File: config.mk
export PLATFORM = sky130hd
export DESIGN_NAME = module_bcd_display_sched_flat
export DESIGN_NICKNAME = d
export VERILOG_FILES = /design/src/rtl/bcd_disp_pkg.sv /design/src/rtl/module_bcd_display_sched_if.sv /design/src/rtl/module_binary_to_bcd.sv /design/src/rtl/module_bcd_display_sched.sv /design/src/flat_wrapper.sv
export SDC_FILE = /design/constraint.sdc
export NUM_CORES = 1
export LEC_CHECK = 0
export BUFFER_PORTS_ARGS = -buffer_cell sky130_fd_sc_hd__buf_2
export CORE_MARGIN = 2
export CORE_UTILIZATION = 50
export CTS_CLUSTER_DIAMETER = 50
export DETAILED_ROUTE_END_ITERATION = 8
export MAX_ROUTING_LAYER = met4
export PLACE_DENSITY = 0.73
export SLEW_MARGIN = 20
export SYNTH_ARGS = -nofsm -noshare
export SYNTH_HDL_FRONTEND = slang
export SYNTH_SLANG_ARGS = --single-unit
File: constraint.sdc
create_clock -name clk -period 4.8 [get_ports clk]
set_input_delay 0.48 -clock clk [delete_from_list [all_inputs] [get_ports clk]]
set_output_delay 0.48 -clock clk [all_outputs]
set_load 0.05 [all_outputs]
File: src/rtl/bcd_disp_pkg.sv
// Shared types and constants for the BCD display scheduler.
// Digit codes and converter result layout used by the top and the bench.
package bcd_disp_pkg;

    typedef enum logic [1:0] {
        IDLE,
        LOAD,
        CAPT
    } state_t;

    typedef struct packed {
        logic [3:0] cen;
        logic [3:0] dec;
        logic [3:0] uni;
    } bcd3_t;

    localparam logic [3:0] TAG_A = 4'hA;
    localparam logic [3:0] TAG_B = 4'hB;
    localparam logic [3:0] BLANK = 4'hF;

endpackage

File: src/rtl/module_bcd_display_sched_if.sv
// Requester handshakes, display select, capture status and 7-seg drive of the scheduler.
// master = requester/display side, slave = scheduler.
interface module_bcd_display_sched_if;

    logic       req_a_valid;
    logic [7:0] req_a_data;
    logic       req_a_ready;
    logic       req_b_valid;
    logic [7:0] req_b_data;
    logic       req_b_ready;
    logic       show_b;
    logic       res_done;
    logic       res_src;
    logic [3:0] digito;
    logic [3:0] anodos;

    modport master (
        output req_a_valid, req_a_data, req_b_valid, req_b_data, show_b,
        input  req_a_ready, req_b_ready, res_done, res_src, digito, anodos
    );

    modport slave (
        input  req_a_valid, req_a_data, req_b_valid, req_b_data, show_b,
        output req_a_ready, req_b_ready, res_done, res_src, digito, anodos
    );

endinterface

File: src/rtl/module_binary_to_bcd.sv
// Combinational 8-bit binary to 3-digit BCD converter (shift-and-add-3).
// Hundreds range 0..2, tens and units 0..9.
module module_binary_to_bcd (
    input  logic [7:0] bin,
    output logic [3:0] centenas,
    output logic [3:0] decenas,
    output logic [3:0] unidades
);

    logic [19:0] sr;

    always_comb begin
        sr = {12'd0, bin};
        for (int i = 0; i < 8; i++) begin
            if (sr[11:8] > 4'd4)  sr[11:8]  = sr[11:8]  + 4'd3;
            if (sr[15:12] > 4'd4) sr[15:12] = sr[15:12] + 4'd3;
            if (sr[19:16] > 4'd4) sr[19:16] = sr[19:16] + 4'd3;
            sr = {sr[18:0], 1'b0};
        end
        centenas = sr[19:16];
        decenas  = sr[15:12];
        unidades = sr[11:8];
    end

endmodule

File: src/rtl/module_bcd_display_sched.sv
// Round-robin sharing of one binary-to-BCD converter between two requesters,
// with per-requester result storage and a multiplexed 4-digit 7-seg scan.
module module_bcd_display_sched
    import bcd_disp_pkg::*;
#(
    parameter int unsigned REFRESH_DIV = 10000,
    parameter bit          BLANK_LZ    = 1'b1
) (
    input logic                          clk,
    input logic                          rst_n,
    module_bcd_display_sched_if.slave    bus
);

    localparam int unsigned     CntW   = (REFRESH_DIV > 1) ? $clog2(REFRESH_DIV) : 1;
    localparam logic [CntW-1:0] DivMax = CntW'(REFRESH_DIV - 1);

    state_t      state_q, state_d;
    logic        rr_ptr_q, rr_ptr_d;   // 0 = A has priority, 1 = B
    logic        src_q, src_d;
    logic [7:0]  bin_q, bin_d;
    logic        res_src_q;
    bcd3_t       res_a_q, res_b_q;
    bcd3_t       conv;
    logic        grant_a, grant_b;

    logic [CntW-1:0] div_cnt_q;
    logic [1:0]      dig_idx_q, dig_next;
    logic [3:0]      digito_q, digito_d;
    logic [3:0]      anodos_q, anodos_d;
    logic            wrap;

    module_binary_to_bcd u_bin2bcd (
        .bin      (bin_q),
        .centenas (conv.cen),
        .decenas  (conv.dec),
        .unidades (conv.uni)
    );

    always_comb begin
        state_d  = state_q;
        rr_ptr_d = rr_ptr_q;
        src_d    = src_q;
        bin_d    = bin_q;
        grant_a  = 1'b0;
        grant_b  = 1'b0;
        unique case (state_q)
            IDLE: begin
                grant_a = bus.req_a_valid && (!bus.req_b_valid || !rr_ptr_q);
                grant_b = bus.req_b_valid && (!bus.req_a_valid ||  rr_ptr_q);
                if (grant_a || grant_b) begin
                    state_d  = LOAD;
                    src_d    = grant_b;
                    bin_d    = grant_b ? bus.req_b_data : bus.req_a_data;
                    rr_ptr_d = ~grant_b;
                end
            end
            LOAD:    state_d = CAPT;
            CAPT:    state_d = IDLE;
            default: state_d = IDLE;
        endcase
    end

    always_ff @(posedge clk) begin
        if (!rst_n) begin
            state_q   <= IDLE;
            rr_ptr_q  <= 1'b0;
            src_q     <= 1'b0;
            bin_q     <= 8'd0;
            res_src_q <= 1'b0;
            res_a_q   <= '0;
            res_b_q   <= '0;
        end else begin
            state_q  <= state_d;
            rr_ptr_q <= rr_ptr_d;
            src_q    <= src_d;
            bin_q    <= bin_d;
            if (state_q == CAPT) begin
                res_src_q <= src_q;
                if (src_q) res_b_q <= conv;
                else       res_a_q <= conv;
            end
        end
    end

    assign bus.req_a_ready = grant_a & rst_n;
    assign bus.req_b_ready = grant_b & rst_n;
    assign bus.res_done    = (state_q == CAPT);
    assign bus.res_src     = (state_q == CAPT) ? src_q : res_src_q;

    // Outputs are only reloaded at a slot boundary, so a capture never glitches a slot.
    always_comb begin
        bcd3_t      slot;
        logic [3:0] val;
        logic       blank;
        dig_next = dig_idx_q + 2'd1;
        slot     = bus.show_b ? res_b_q : res_a_q;
        val      = BLANK;
        blank    = 1'b0;
        unique case (dig_next)
            2'd0: val = slot.uni;
            2'd1: begin
                val   = slot.dec;
                blank = BLANK_LZ && (slot.cen == 4'd0) && (slot.dec == 4'd0);
            end
            2'd2: begin
                val   = slot.cen;
                blank = BLANK_LZ && (slot.cen == 4'd0);
            end
            2'd3: val = bus.show_b ? TAG_B : TAG_A;
        endcase
        digito_d = blank ? BLANK : val;
        anodos_d = blank ? 4'b1111 : ~(4'b0001 << dig_next);
    end

    assign wrap = (div_cnt_q == DivMax);

    always_ff @(posedge clk) begin
        if (!rst_n) begin
            div_cnt_q <= '0;
            dig_idx_q <= 2'd0;
            digito_q  <= BLANK;
            anodos_q  <= 4'b1111;
        end else if (wrap) begin
            div_cnt_q <= '0;
            dig_idx_q <= dig_next;
            digito_q  <= digito_d;
            anodos_q  <= anodos_d;
        end else begin
            div_cnt_q <= div_cnt_q + CntW'(1);
        end
    end

    assign bus.digito = digito_q;
    assign bus.anodos = anodos_q;

endmodule

File: src/flat_wrapper.sv
// flat-port wrapper written by rule: the top's interface ports become plain ports
module module_bcd_display_sched_flat import bcd_disp_pkg::*;
#(
    parameter int unsigned REFRESH_DIV = 10000,
    parameter bit          BLANK_LZ    = 1'b1
)
  (clk, rst_n, bus_req_a_valid, bus_req_a_data, bus_req_b_valid, bus_req_b_data, bus_show_b, bus_req_a_ready, bus_req_b_ready, bus_res_done, bus_res_src, bus_digito, bus_anodos);
  module_bcd_display_sched_if bus_i ();
  input logic clk;
  input logic rst_n;
  input wire logic [$bits(bus_i.req_a_valid)-1:0] bus_req_a_valid;
  input wire logic [$bits(bus_i.req_a_data)-1:0] bus_req_a_data;
  input wire logic [$bits(bus_i.req_b_valid)-1:0] bus_req_b_valid;
  input wire logic [$bits(bus_i.req_b_data)-1:0] bus_req_b_data;
  input wire logic [$bits(bus_i.show_b)-1:0] bus_show_b;
  output wire logic [$bits(bus_i.req_a_ready)-1:0] bus_req_a_ready;
  output wire logic [$bits(bus_i.req_b_ready)-1:0] bus_req_b_ready;
  output wire logic [$bits(bus_i.res_done)-1:0] bus_res_done;
  output wire logic [$bits(bus_i.res_src)-1:0] bus_res_src;
  output wire logic [$bits(bus_i.digito)-1:0] bus_digito;
  output wire logic [$bits(bus_i.anodos)-1:0] bus_anodos;
  assign bus_i.req_a_valid = bus_req_a_valid;
  assign bus_i.req_a_data = bus_req_a_data;
  assign bus_i.req_b_valid = bus_req_b_valid;
  assign bus_i.req_b_data = bus_req_b_data;
  assign bus_i.show_b = bus_show_b;
  assign bus_req_a_ready = bus_i.req_a_ready;
  assign bus_req_b_ready = bus_i.req_b_ready;
  assign bus_res_done = bus_i.res_done;
  assign bus_res_src = bus_i.res_src;
  assign bus_digito = bus_i.digito;
  assign bus_anodos = bus_i.anodos;
  module_bcd_display_sched #(.REFRESH_DIV(REFRESH_DIV), .BLANK_LZ(BLANK_LZ)) u_core (.clk(clk), .rst_n(rst_n), .bus(bus_i));
endmodule
# After elaboration in Yosys (flattened, before gate mapping)
# Cells that the tools add are included.
dict set report word_totals {
  input_bits 21
  latchBits 0
  mem_bits_ro 0
  mem_count 0
  ram_bits 0
  output_inout_bits 12
  reg_bits 57
}
dict set report classes {
  div_mod_pow 0
  add_sub_neg 9
  reduce_logical 17
  magnitude_cmp 7
  shifts 1
  eq_ne 7
  n_bitwise 6
  multipliers 0
  muxes 19
}
# operator n
set ops {}
lappend ops {{2-to-1 mux 4 bit} 9}
lappend ops {{adder 4 x 2 -> 4 bit (second input constant)} 5}
lappend ops {{> comparator 4 x 3 -> 1 bit (second input constant)} 5}
lappend ops {{one-hot mux 4 bit (4 select lines)} 1}
lappend ops {{adder 14 x 1 -> 14 bit (second input constant)} 1}
lappend ops {{== test 14 bit (second input constant)} 1}
lappend ops {{2-to-1 mux 10 bit} 1}
lappend ops {{adder 3 x 2 -> 4 bit (second input constant)} 2}
lappend ops {{zero test 4 bit} 2}
lappend ops {{2-to-1 mux 8 bit} 1}
lappend ops {{== test 2 bit (second input constant)} 3}
lappend ops {{> comparator 3 bit (second input constant)} 2}
lappend ops {{AND reduction 2 bit} 3}
lappend ops {{== test 2 x 1 -> 1 bit (second input constant)} 2}
lappend ops {{zero test 2 bit} 2}
lappend ops {{2-to-1 mux 1 bit} 4}
lappend ops {{inverter 4 bit} 1}
lappend ops {{one-hot mux 2 bit (2 select lines)} 1}
lappend ops {{left shift 1 x 2 -> 4 bit (first input constant)} 1}
lappend ops {{logical AND 1 bit} 3}
lappend ops {{zero test 1 bit} 3}
lappend ops {{logical OR 1 bit} 3}
lappend ops {{inverter 1 bit} 3}
lappend ops {{adder 2 x 1 -> 2 bit (second input constant)} 1}
lappend ops {{5 further kinds} 6}

# Depth between registers and ports, before layout
# Gate-level depths: netlist of the first run.
dict set report depth {
  ltp_word 10
  ltp_mapped 23
}

# Cells and area by module
# From an unflattened synthesis of the first run, not the netlist that was laid out.
dict set report unflattened {
  hier_cells 450
  hier_area_um2 3776.1
}
# mod cells_each area_each_um2 n_inst
set by_module_without_submodules {}
lappend by_module_without_submodules {module_bcd_display_sched 299 2671.3 1}
lappend by_module_without_submodules {module_binary_to_bcd 151 1104.8 1}

# Least setup slack after synthesis of the first run
# No wires, ideal clock.
dict set report synth_timing {
  path_type {register to register}
  start {register u_core.bin_q[5]}
  end {register u_core.res_a_q[2] in the netlist's numbering}
  t_required_ps 4668
  path_stages_with_launch 23
  path_buffers 2
  synth_period_minus_slack_ps 4382
  slack_ps 418
  t_arrival_ps 4249
  path_cell_list {dfxtp_1 buf_6 inv_1 ha_1 inv_1 ha_1 buf_6 nand2b_1 nand2_1 a211oi_4 nor2_1 a21o_1 ha_1 and4_1 mux2i_1 and2_1 xnor2_1 inv_1 ha_1 or3b_1 a2111o_1 o211ai_1 a21oi_1}
}
dict set report synth_between {
  elab_chain_cells 10
}
# element line_no
set synth_lines {}
lappend synth_lines {{start, declared} module_bcd_display_sched.sv:20} ;# logic [7:0] bin_q, bin_d;
lappend synth_lines {{start signal, assigned} module_bcd_display_sched.sv:76} ;# bin_q <= bin_d;
lappend synth_lines {{adder 3 x 2 -> 4 bit or > comparator 3 bit (tied branches)} module_binary_to_bcd.sv:15} ;# if (sr[11:8] > 4'd4) sr[11:8] = sr[11:8] + 4'd3;
lappend synth_lines {{2-to-1 mux 4 bit (*)} module_binary_to_bcd.sv:15}
lappend synth_lines {{adder 4 x 2 -> 4 bit or > comparator 4 x 3 -> 1 bit (tied branches)} module_binary_to_bcd.sv:15}
lappend synth_lines {{2-to-1 mux 4 bit (*)} module_binary_to_bcd.sv:15}
lappend synth_lines {{adder 4 x 2 -> 4 bit or > comparator 4 x 3 -> 1 bit (tied branches)} module_binary_to_bcd.sv:15}
lappend synth_lines {{2-to-1 mux 4 bit (*)} module_binary_to_bcd.sv:15}
lappend synth_lines {{> comparator 4 x 3 -> 1 bit or adder 4 x 2 -> 4 bit (tied branches)} module_binary_to_bcd.sv:15}
lappend synth_lines {{2-to-1 mux 4 bit (*)} module_binary_to_bcd.sv:15}
lappend synth_lines {{adder 4 x 2 -> 4 bit or > comparator 4 x 3 -> 1 bit (tied branches)} module_binary_to_bcd.sv:15}
lappend synth_lines {{2-to-1 mux 4 bit (*)} module_binary_to_bcd.sv:15}
lappend synth_lines {{end signal, assigned} module_bcd_display_sched.sv:80} ;# else res_a_q <= conv;
lappend synth_lines {{end, declared} module_bcd_display_sched.sv:22} ;# bcd3_t res_a_q, res_b_q;
# Every way passes the cells marked *; elsewhere a longest branch is shown, timed or not.
# A chain may end at the register's enable or synchronous reset.

# Worst setup path after layout of the first run
dict set report layout_timing {
  start {register u_core.bin_q[6]}
  end {register u_core.res_b_q[2] in the netlist's numbering}
}
dict set report layout_between {
  elab_chain_cells 10
}
# element line_no
set layout_lines {}
lappend layout_lines {{adder 3 x 2 -> 4 bit or > comparator 3 bit (tied branches)} module_binary_to_bcd.sv:15}
lappend layout_lines {{2-to-1 mux 4 bit (*)} module_binary_to_bcd.sv:15}
lappend layout_lines {{adder 4 x 2 -> 4 bit or > comparator 4 x 3 -> 1 bit (tied branches)} module_binary_to_bcd.sv:15}
lappend layout_lines {{2-to-1 mux 4 bit (*)} module_binary_to_bcd.sv:15}
lappend layout_lines {{> comparator 4 x 3 -> 1 bit or adder 4 x 2 -> 4 bit (tied branches)} module_binary_to_bcd.sv:15}
lappend layout_lines {{2-to-1 mux 4 bit (*)} module_binary_to_bcd.sv:15}
lappend layout_lines {{> comparator 4 x 3 -> 1 bit or adder 4 x 2 -> 4 bit (tied branches)} module_binary_to_bcd.sv:15}
lappend layout_lines {{2-to-1 mux 4 bit (*)} module_binary_to_bcd.sv:15}
lappend layout_lines {{adder 4 x 2 -> 4 bit or > comparator 4 x 3 -> 1 bit (tied branches)} module_binary_to_bcd.sv:15}
lappend layout_lines {{2-to-1 mux 4 bit (*)} module_binary_to_bcd.sv:15}
lappend layout_lines {{end signal, assigned} module_bcd_display_sched.sv:79} ;# if (src_q) res_b_q <= conv;
lappend layout_lines {{end, declared} module_bcd_display_sched.sv:22}
# Marked as above.

==> results of run 1 <==
## per-stage QoR
stage               instances  cell area, sq um  util (%)
global placement          523              3690      54.6
floorplan                 425              3480         -
global route              540              3940      58.4
CTS                       539              3900      57.7
finish                    540              3940      58.4
detailed placement        523              3690      54.6
## flip-flops by register name, indices dropped and copies added (netlist names)
signal and cells:
u_core.state_q 2, u_core.res_a_q 10, u_core.rr_ptr_q 1, u_core.src_q 1
u_core.res_src_q 1, u_core.dig_idx_q 2, u_core.bus.digito 4, u_core.res_b_q 10
u_core.div_cnt_q 14, u_core.bus.anodos 4, u_core.bin_q 8
## per-layer routing
layer	up-vias	global-route usage, %	share of wire, %
met4	0	7.97	1.6
met5	-	-	0
met2	63	34.5	48
met1	1468	27.4	47
met3	13	5.31	3.5
li1	1599	-	-
## cells in the final DEF, fill, tap and decap left out, types with 3 or more instances in the layout
| cell type | n |
|---|---|
| sky130_fd_sc_hd__and4_1 | 3 |
| sky130_fd_sc_hd__buf_2 | 32 |
| sky130_fd_sc_hd__clkbuf_8 | 12 |
| sky130_fd_sc_hd__o21a_1 | 4 |
| sky130_fd_sc_hd__mux2i_1 | 8 |
| sky130_fd_sc_hd__o2111ai_1 | 3 |
| sky130_fd_sc_hd__a21oi_1 | 30 |
| sky130_fd_sc_hd__a21o_1 | 4 |
| sky130_fd_sc_hd__a311oi_1 | 9 |
| sky130_fd_sc_hd__xnor2_1 | 8 |
| sky130_fd_sc_hd__and3_1 | 5 |
| sky130_fd_sc_hd__xor2_1 | 6 |
| sky130_fd_sc_hd__nor4_1 | 3 |
| sky130_fd_sc_hd__a31oi_1 | 4 |
| sky130_fd_sc_hd__nand4_1 | 5 |
| sky130_fd_sc_hd__nor3_1 | 7 |
| sky130_fd_sc_hd__o21ai_0 | 13 |
| sky130_fd_sc_hd__nor2b_1 | 4 |
| sky130_fd_sc_hd__ha_1 | 13 |
| sky130_fd_sc_hd__a211oi_1 | 6 |
| sky130_fd_sc_hd__mux2_2 | 7 |
| sky130_fd_sc_hd__dfxtp_1 | 56 |
| sky130_fd_sc_hd__nor2_1 | 59 |
| sky130_fd_sc_hd__nand2_1 | 45 |
| sky130_fd_sc_hd__nand2b_1 | 9 |
| sky130_fd_sc_hd__o211ai_1 | 7 |
| sky130_fd_sc_hd__inv_1 | 16 |
| sky130_fd_sc_hd__nand3_1 | 20 |
| sky130_fd_sc_hd__buf_4 | 5 |
## cell type report
cell class / instances / area, sq um
fillers: 613 / 2810
multi-input cells: 334 / 2230
flip-flops and latches: 57 / 1140
repair buffers: 37 / 198
clock buffers: 12 / 165
well taps: 80 / 100
inverters: 16 / 60.1
clock inverters: 4 / 50.0
## worst min path at each step
stage                                          end  slack [ns]
finish                u_core.bin_q[6]$_SDFFE_PN0P_        0.39
global route          u_core.bin_q[6]$_SDFFE_PN0P_        0.40
CTS                   u_core.bin_q[6]$_SDFFE_PN0P_        0.39
detailed placement  u_core.res_a_q[0]$_SDFFE_PN0P_        0.45
global placement    u_core.state_q[1]$_SDFFE_PN0P_        0.44
floorplan           u_core.state_q[1]$_SDFFE_PN0P_        0.43
## power groups by stage
stage | Combinational (mW) | Clock [mW] | Sequential [mW]
after global placement | 0.544 | 0 | 0.531
after CTS | 0.560 | 0.486 | 0.522
after detailed placement | 0.557 | 0 | 0.532
after floorplan | 0.457 | 0 | 0.520
final | 0.603 | 0.476 | 0.522
after global routing | 0.663 | 0.509 | 0.526
## worst max-delay path: cells and delay by family (launching register included)
| family | cells | cell delay (ns) |
|---|---|---|
| muxes | 1 | 0.23 |
| AOI/OAI and AO/OA | 5 | 1.03 |
| xor gates and xnor gates | 1 | 0.13 |
| buffers and inverters | 4 | 0.36 |
| DFF | 1 | 0.38 |
| and+or+nand+nor | 6 | 1.28 |
| adders and majority gates | 4 | 0.90 |
## kinds of logic after synthesis
logic type | share of synthesized area [%]
DFF | 32.8
xor gates and xnor gates | 5.03
buffers and inverters | 4.13
AOI/OAI and AO/OA | 23.3
adders and majority gates | 5.03
and+or+nand+nor | 24.4
muxes | 5.25
## what timing repair did
item,CTS,global route
resized for setup,0,8
buffers inserted,0,1
endpoints found under the setup margin,0,6
hold buffers,0,0
==> results list, run 1 <==
- For this run, the post-layout net count is 490.
- Post-synthesis net count: 460
- Counting distinct cell types in the post-synthesis netlist gives 70.
* Final-report max-slew violation count: 0
* Total power density per cell area: 406 nW/um^2
* Core footprint: 6760 sq um
* Share of total power in the clock network: 29.7%
* Number of enable flip-flop cells after synthesis: 0
- Chip width: 87.4 um
* Hold Startpoint: bus_req_a_data[6]
- Setup slack of the worst register-to-register path: 0.34 ns
- sky130_fd_sc_hd__dfxtp_1 takes more of the synthesized area than any other cell.
- After clock tree synthesis, the clock-pin slew on the worst setup and hold paths is 0.07 ns.
- For this design the total switching power over the nets is 0.567 mW.
- Worst Path Required: 4.99 ns
- In the routed design, unresolved DRC markers number 0.
- Predominant post-synthesis flop cell: sky130_fd_sc_hd__dfxtp_1
- Placer's final routability congestion estimate: 0.948
* Peak supply drop: 0.000216 V
* Post-route antenna net violation count: 0
- The tree is rooted in a sky130_fd_sc_hd__clkbuf_8.
- The share of the Yosys chip area taken by registers is 32.8%.
- Wire length after detailed routing: 7.60 mm
* Async S/R FF share, synth: 0%
- Worst-path cell with the longest stage delay: sky130_fd_sc_hd__or3b_1
- The tightest hold path in the finished design has a slack of 0.395 ns.
- Synth warnings: 0
- Maximum number of pins on one net before global-route repair: 28
- Chain of cells forming the critical path: inv_1 > ha_1 > inv_1 > ha_2 > buf_4 > nand2b_1 > nand2_1 > a211oi_4 > nor2_1 > a21o_1 > ha_1 > and4_1 > mux2i_2 > and2_4 > xnor2_2 > inv_1 > ha_1 > or3b_1 > a2111o_1 > o211ai_1 > a21oi_1
* Worst Tran Pin Value: 0.905 ns
- The count of buffers added on input and output ports is 32.
- The worst pin sits at a relative slew slack of 39.4%.
- Classification of the worst setup path: register to register
* Final cycle utilization of the critical path: 93.0%
- The routed layout has 3143 vias.
* Power share of the sequential group: 32.6%
- Synthesized area per cell: 8.19 sq um
- Register bit count reported by yosys: 57
* Area fraction of the dominant cell type after synthesis: 32.8%
- The repair_antennas step left the layout with diodes totalling 0.
* Hold path depth: 3
- No sink is reached through more buffers than the 2 on the longest clock path.
* Num ports: 33
* Top post-synthesis cells by count: sky130_fd_sc_hd__nor2_1, sky130_fd_sc_hd__dfxtp_1, sky130_fd_sc_hd__nand2_1, sky130_fd_sc_hd__a21oi_1, sky130_fd_sc_hd__nand3_1
- First-pass DRT Iterations: 4
- Element type at the critical path end: register
- Data arrival time of the worst path: 4.65 ns
- Leak Pwr: 1.56 nW
- Estimated wirelength of the detail-placed design: 5.57 mm
* Total Negative Setup Slacks: 0 ns
* MaxCap Viol Count: 0
- Via-to-Cell Ratio: 5.82
* Number of buffers created by CTS: 9
- The most common cell in the synthesized netlist is sky130_fd_sc_hd__nor2_1.
* Full die area: 7640 sq um
* Total standard cell area after synthesis: 3480 sq um
* Minimum clock period after layout: 4.46 ns
- At the placement stage, the worst setup path has a slack of 0.0691 ns.
- Summed over all layers, the global routing overflow is 0.
* Number of antenna violations at the first check in global routing: 0
* Initial cell density of the core: 51.5%
* Number of global-route vias before repair: 2956
- Global-route wire length before repair: 13.0 mm
- Outcome: finished, final reports clean
* Number of sinks driven by the clock tree: 57
* Top cells by area, synth: sky130_fd_sc_hd__dfxtp_1, sky130_fd_sc_hd__nor2_1, sky130_fd_sc_hd__ha_1
- Internal power comes to 1.03 mW.
- Max Fanout on Critical Path: 8
- In this run, the number of DRC markers left after iteration 0 of detailed routing was 165.
* Setup Skew: 0.00699 ns
- Final hold viol count: 0
- Total Routing Usage GR: 21.9%
- Tracing the worst setup path back leads to its startpoint at u_core.bin_q[6]$_SDFFE_PN0P_.
* Maximum level of the CTS H-tree: 3
* Wire length per cell: 14.1 um
- Once routing completed, OpenROAD measured the worst setup slack at 0.336 ns.
* Area overhead of the layout relative to synthesis: 13.3%
- Skew-Pair Late Insertion Delay: 0.34 ns
* Y dimension of the die: 87.4 um
- Of the total power, combinational logic draws 37.7%.
* Switching share of power: 35.4%
* Min-delay worst type: input port to register
- Synthesized netlist cell count: 425
- STA classifies the critical path startpoint as a register.
* Worst flop-to-flop path startpoint: u_core.bin_q[6]$_SDFFE_PN0P_
- After layout, the design draws a total of 1.60 mW.
- Fmax: 224 MHz
- Counting cells, the worst reg-to-reg path comes to 21.
* Termination of the worst setup path: u_core.res_b_q[2]$_SDFFE_PN0P_
* Setup repair after global routing missed its margin: false
- Largest incremental delay on the critical path: 0.45 ns
- The post-route netlist has 18.5% of its cells at a drive strength greater than 1.
- Row generation in the floorplan step produced 30 rows.
- Finish-stage setup viols: 0
- TritonCTS clock tree: built
- Worst r2r dst: u_core.res_b_q[2]$_SDFFE_PN0P_
(Power assumes the default switching activity.)
==> run 2: changes to the inputs <==
--- a/config.mk
+++ b/config.mk
@@ -7,12 +7,13 @@
 export LEC_CHECK = 0
 export BUFFER_PORTS_ARGS = -buffer_cell sky130_fd_sc_hd__buf_2
 export CORE_MARGIN = 2
-export CORE_UTILIZATION = 50
+export CORE_UTILIZATION = 60
 export CTS_CLUSTER_DIAMETER = 50
 export DETAILED_ROUTE_END_ITERATION = 8
 export MAX_ROUTING_LAYER = met4
-export PLACE_DENSITY = 0.73
-export SLEW_MARGIN = 20
+export PLACE_DENSITY = 0.84
+export SLEW_MARGIN = 15
 export SYNTH_ARGS = -nofsm -noshare
 export SYNTH_HDL_FRONTEND = slang
+export SYNTH_HIERARCHICAL = 1
 export SYNTH_SLANG_ARGS = --single-unit
==> run 2 against run 1 <==
Synthesized cell count up 5.9%; register-to-register slack got worse by 0.07 ns; first-iteration DRC count is 56% higher; clock power rose by 4%; die area is 9.1% lower; clock skew decreased by 0.0018 ns; critical path depth grew 2; via count increased by 8.9%; non-clock buffer count rose by 6; final cell count up 3.1%; maximum frequency fell by 1.6%; power barely moved; critical endpoint is now u_core/res_b_q[2]$_SDFFE_PN0P_; largest power group is now registers.
==> results list, run 2 <==
- Outcome: finished, final reports clean
- Fill cell total of the finished layout: 454 (-26%)
- The wire length of the first global-routing pass is 14.6 mm (+12%).
- TritonCTS clock tree: built
- Comb power frac: 34.5% (-3.2 points)
- In the post-synthesis netlist, the biggest area contributors are sky130_fd_sc_hd__dfxtp_1, sky130_fd_sc_hd__mux2i_1, sky130_fd_sc_hd__ha_1.
* Total standard cell area after synthesis: 3780 sq um (+8.5%)
- The post-route minimum period is 4.54 ns (+0.0716 ns).
* Area fraction of the dominant cell type after synthesis: 32.3% (-0.45 points)
* Hold buffer count at cts: 0 (unchanged)
- Y dimension of the die: 83.3 um (-4.7%)
- In this run the critical register-to-register path is captured at u_core/res_b_q[2]$_SDFFE_PN0P_.
- The endpoint arrival time on the critical path came to 4.78 ns (+0.13 ns).
* Net switching power: 0.546 mW (-3.7%)
* Maximum number of pins on one net before global-route repair: 39 (+39%)
- Estimated wirelength of the detail-placed design: 6.02 mm (+8.0%)
- The synthesized instance count is 450 (+5.9%).
- GR Overflow Total: 0 (unchanged)
* Levels on crit path: 23 (+9.5%)
* Setup repair after global routing missed its margin: true
* Synthesized area per cell: 8.39 sq um (+2.5%)
- The clock latency reported for the late side of the worst-skew pair was 0.34 ns (about the same).
- Hold path depth: 2 (-1)
* Placed Area: 3960 sq um (+7.5%)
- Commonest non-fill, non-tap cell in the layout: sky130_fd_sc_hd__nor2_1
- Worst-path cell with the longest stage delay: sky130_fd_sc_hd__dfxtp_4
* Slack of the critical path: 0.264 ns (-0.0716 ns)
- Wire length after detailed routing: 8.77 mm (+15%)
- The number of buffer and inverter instances along the worst setup path is 5 (+1).
- Number of buffers created by CTS: 9 (unchanged)
- Biggest register: u_core/div_cnt_q
* Register area share after synthesis: 32.3% (-0.45 points)
* Fraction of final layout cells sized beyond drive strength 1: 19.5% (+1.0 points)
- P_int: 1.06 mW (+2.1%)
- Top post-synthesis cells by count: sky130_fd_sc_hd__dfxtp_1, sky130_fd_sc_hd__nor2_1, sky130_fd_sc_hd__nand2_1, sky130_fd_sc_hd__mux2i_1, sky130_fd_sc_hd__a21oi_1
* Worst flop-to-flop path startpoint: u_core/bin_q[5]$_SDFFE_PN0P_
- The transition time of the tightest slew-check pin is 1.11 ns (+0.206 ns).
- Predominant post-synthesis flop cell: sky130_fd_sc_hd__dfxtp_1
- Final Total Pwr: 1.60 mW (about the same)
- Startpoint type of the worst setup path: register
- The total number of nets in the final design is 517 (+5.5%).
- The number of core rows is 28 (-6.7%).
- Port-buffer cells: 32 (unchanged)
- The number of flip-flops in the largest register is 14 (unchanged).
- The required time of the critical path is 5.04 ns (+0.05 ns).
- Area of all sequential standard cells: 1230 sq um (+7.3%)
* Synth warnings: 6 (+6)
- Num ports: 33 (unchanged)
- Of all cell types, the one taking the most synthesized area is sky130_fd_sc_hd__dfxtp_1.
- Full die area: 6940 sq um (-9.1%)
- Number of diodes: 0 (unchanged)
- Number of buffers on the longest clock path: 2 (unchanged)
* Share of total power in the clock network: 30.9% (+1.2 points)
- The number of antenna violations at the first check in global routing was 0 (unchanged).
* Switching share of power: 34.1% (-1.3 points)
- Wire length per cell: 15.7 um (+12%)
- Classification of the worst setup path: register to register
- Register bit count reported by yosys: 61 (+7.0%)
* Worst reg2reg path depth: 23 (+9.5%)
* Post-route antenna net violation count: 0 (unchanged)
- The per-cell via count in the routed design came to 6.15 (+5.6%).
- Initial cell density of the core: 63.0% (+12 points)
* Launch point of the critical path: u_core/bin_q[5]$_SDFFE_PN0P_
- The peak supply drop is 0.000371 V (+72%).
- Worst hold slack: 0.464 ns (+0.0689 ns)
* Top Registers: u_core/div_cnt_q: 14 flops, u_core/res_a_q: 12 flops, u_core/res_b_q: 12 flops
* Non-Filler Cell Area, Final: 4280 sq um (+8.5%)
- The worst hold path belongs to the class register to register.
- Final cycle utilization of the critical path: 94.5% (+1.5 points)
* Final-report max-slew violation count: 0 (unchanged)
- Chain of cells forming the critical path: inv_1 > ha_1 > inv_1 > ha_1 > buf_4 > and2_1 > o31ai_4 > and3_4 > nand2_1 > a21oi_1 > a31oi_1 > ha_1 > inv_1 > nor2_1 > a21oi_1 > o31ai_2 > nand2_1 > ha_1 > inv_1 > a221oi_4 > mux2i_2 > nand2_1 > a21oi_1
* Number of enable flip-flop cells after synthesis: 0 (unchanged)
- STA classifies the critical path endpoint as a register.
- The number of global-route vias before repair was 3140 (+6.2%).
* Master cell of the clock root buffer: sky130_fd_sc_hd__clkbuf_8
* Post-synthesis cell type count: 71 (+1.4%)
* Most repeated cell in the gate-level netlist after synthesis: sky130_fd_sc_hd__dfxtp_1
* Power share of the sequential group: 34.6% (+2.0 points)
- Area overhead of the layout relative to synthesis: 13.3% (about the same)
- The final setup skew was 0.00516 ns (-0.00184 ns).
* Setup slack of the worst register-to-register path: 0.26 ns (-0.07 ns)
- The leakage power came to 1.71 nW (+9.1%).
- MaxCap Viol Count: 0 (unchanged)
* Termination of the worst setup path: u_core/res_b_q[2]$_SDFFE_PN0P_
* Async S/R FF share, synth: 0% (unchanged)
- The DRC violation total after the first TritonRoute iteration is 257 (+56%).
* Multi-input combinational cell area: 2420 sq um (+8.8%)
* Worst rel slew slack: 25.7% (-14 points)
- The delay contributed by the slowest stage of the critical path came to 0.39 ns (-0.06 ns).
- The power per standard cell area is 374 nW/um^2 (-7.8%).
* First-pass DRT Iterations: 5 (+1)
- Core footprint: 5990 sq um (-11%)
- Fmax: 220 MHz (-1.6%)
- The H-tree depth was 3 (unchanged).
* Post-Place Setup Slack: 0.110 ns (+0.0407 ns)
* Total Routing Usage GR: 26.2% (+4.3 points)
- The clock transition at the registers of the reported paths came to 0.07 ns (about the same).
- The number of remaining DRC errors is 0 (unchanged).
* Number of sinks driven by the clock tree: 61 (+7.0%)
* Most frequent cells in the layout: sky130_fd_sc_hd__nor2_1, sky130_fd_sc_hd__dfxtp_1, sky130_fd_sc_hd__nand2_1, sky130_fd_sc_hd__buf_2, sky130_fd_sc_hd__mux2i_1
- The highest fanout seen on the critical path came to 13 (+5).
* Final hold viol count: 0 (unchanged)
* Placer's final routability congestion estimate: 0.912 (-3.8%)
- The x dimension of the die came to 83.3 um (-4.7%).
- The count of final setup violators came to 0 (unchanged).
* Total vias in the final route: 3423 (+8.9%)
* Worst path top cell family by delay: compound AO/OA/AOI/OAI gates
run 2: cell types whose count changed after synthesis, sizes merged, moves of 7 or more:
cell	change
a31oi	+7
a311oi	-9
buf	+10
nand3	-9
mux2i	+17
run 2: power groups by stage:
stage / clock network [mW] / registers (mW) / logic, mW
after detailed placement: 0 / 0.563 / 0.481
after global routing: 0.525 / 0.557 / 0.602
final: 0.494 / 0.554 / 0.553
after global placement: 0 / 0.562 / 0.462
after CTS: 0.500 / 0.552 / 0.485
after floorplan: 0 / 0.550 / 0.387
run 2: area by class of cell:
type / instances / share of cell area (%)
Tap cell: 75 / 2.19
Timing Repair Buffer: 43 / 5.67
Inverter: 21 / 1.84
Clock buffer: 10 / 3.22
Clock inverter: 5 / 1.75
Sequential cell: 61 / 28.7
Multi-Input combinational cell: 342 / 56.7
run 2: tightest hold or removal path: stages, from the launching register on:
cell                      delay, ns
sky130_fd_sc_hd__dfxtp_1       0.31
sky130_fd_sc_hd__nand2_1       0.05
sky130_fd_sc_hd__a21oi_1       0.05
run 2: cells by family after synthesis:
family	Yosys count	share of synthesized area [%]
AO/OA/AOI/OAI	102	20.3
other	1	0.0993
multiplexers	35	9.64
adder cells (fa/ha/maj)	18	5.96
buffers and inverters	48	5.60
flip-flops	61	32.3
XOR/XNOR	17	4.34
AND/OR/NAND/NOR	168	21.7
run 2: routing by layer:
| metal | track usage (%) | up-vias | share of wire (%) |
|---|---|---|---|
| li1 | - | 1678 | - |
| met1 | 31.8 | 1592 | 42 |
| met2 | 43.3 | 136 | 49 |
| met3 | 6.16 | 17 | 6.6 |
| met4 | 7.90 | 0 | 1.6 |
| met5 | - | - | 0 |
run 2: worst min-delay path by stage:
stage,start,to,slack [ns]
floorplan,u_core/res_b_q[1]$_SDFFE_PN0P_,u_core/res_b_q[1]$_SDFFE_PN0P_,0.44
finish,u_core/res_b_q[2]$_SDFFE_PN0P_,u_core/res_b_q[2]$_SDFFE_PN0P_,0.46
CTS,u_core/res_b_q[2]$_SDFFE_PN0P_,u_core/res_b_q[2]$_SDFFE_PN0P_,0.46
detailed placement,u_core/res_b_q[2]$_SDFFE_PN0P_,u_core/res_b_q[2]$_SDFFE_PN0P_,0.45
global route,bus_req_b_data[5],u_core/bin_q[5]$_SDFFE_PN0P_,0.49
global placement,u_core/res_b_q[2]$_SDFFE_PN0P_,u_core/res_b_q[2]$_SDFFE_PN0P_,0.44
run 2: through the flow:
stage | instances | utilization, % | TNS, ns
after CTS | 554 | 69.7 | 0
after global placement | 539 | 66.1 | 0
after global routing | 557 | 71.4 | -0.0404
after floorplan | 451 | - | 0
after detailed placement | 539 | 66.1 | 0
final | 557 | 71.4 | 0
run 2: timing repair:
action | CTS | global route
resized for setup | 0 | 16
setup endpoints to repair | 0 | 16
setup buffers | 0 | 3
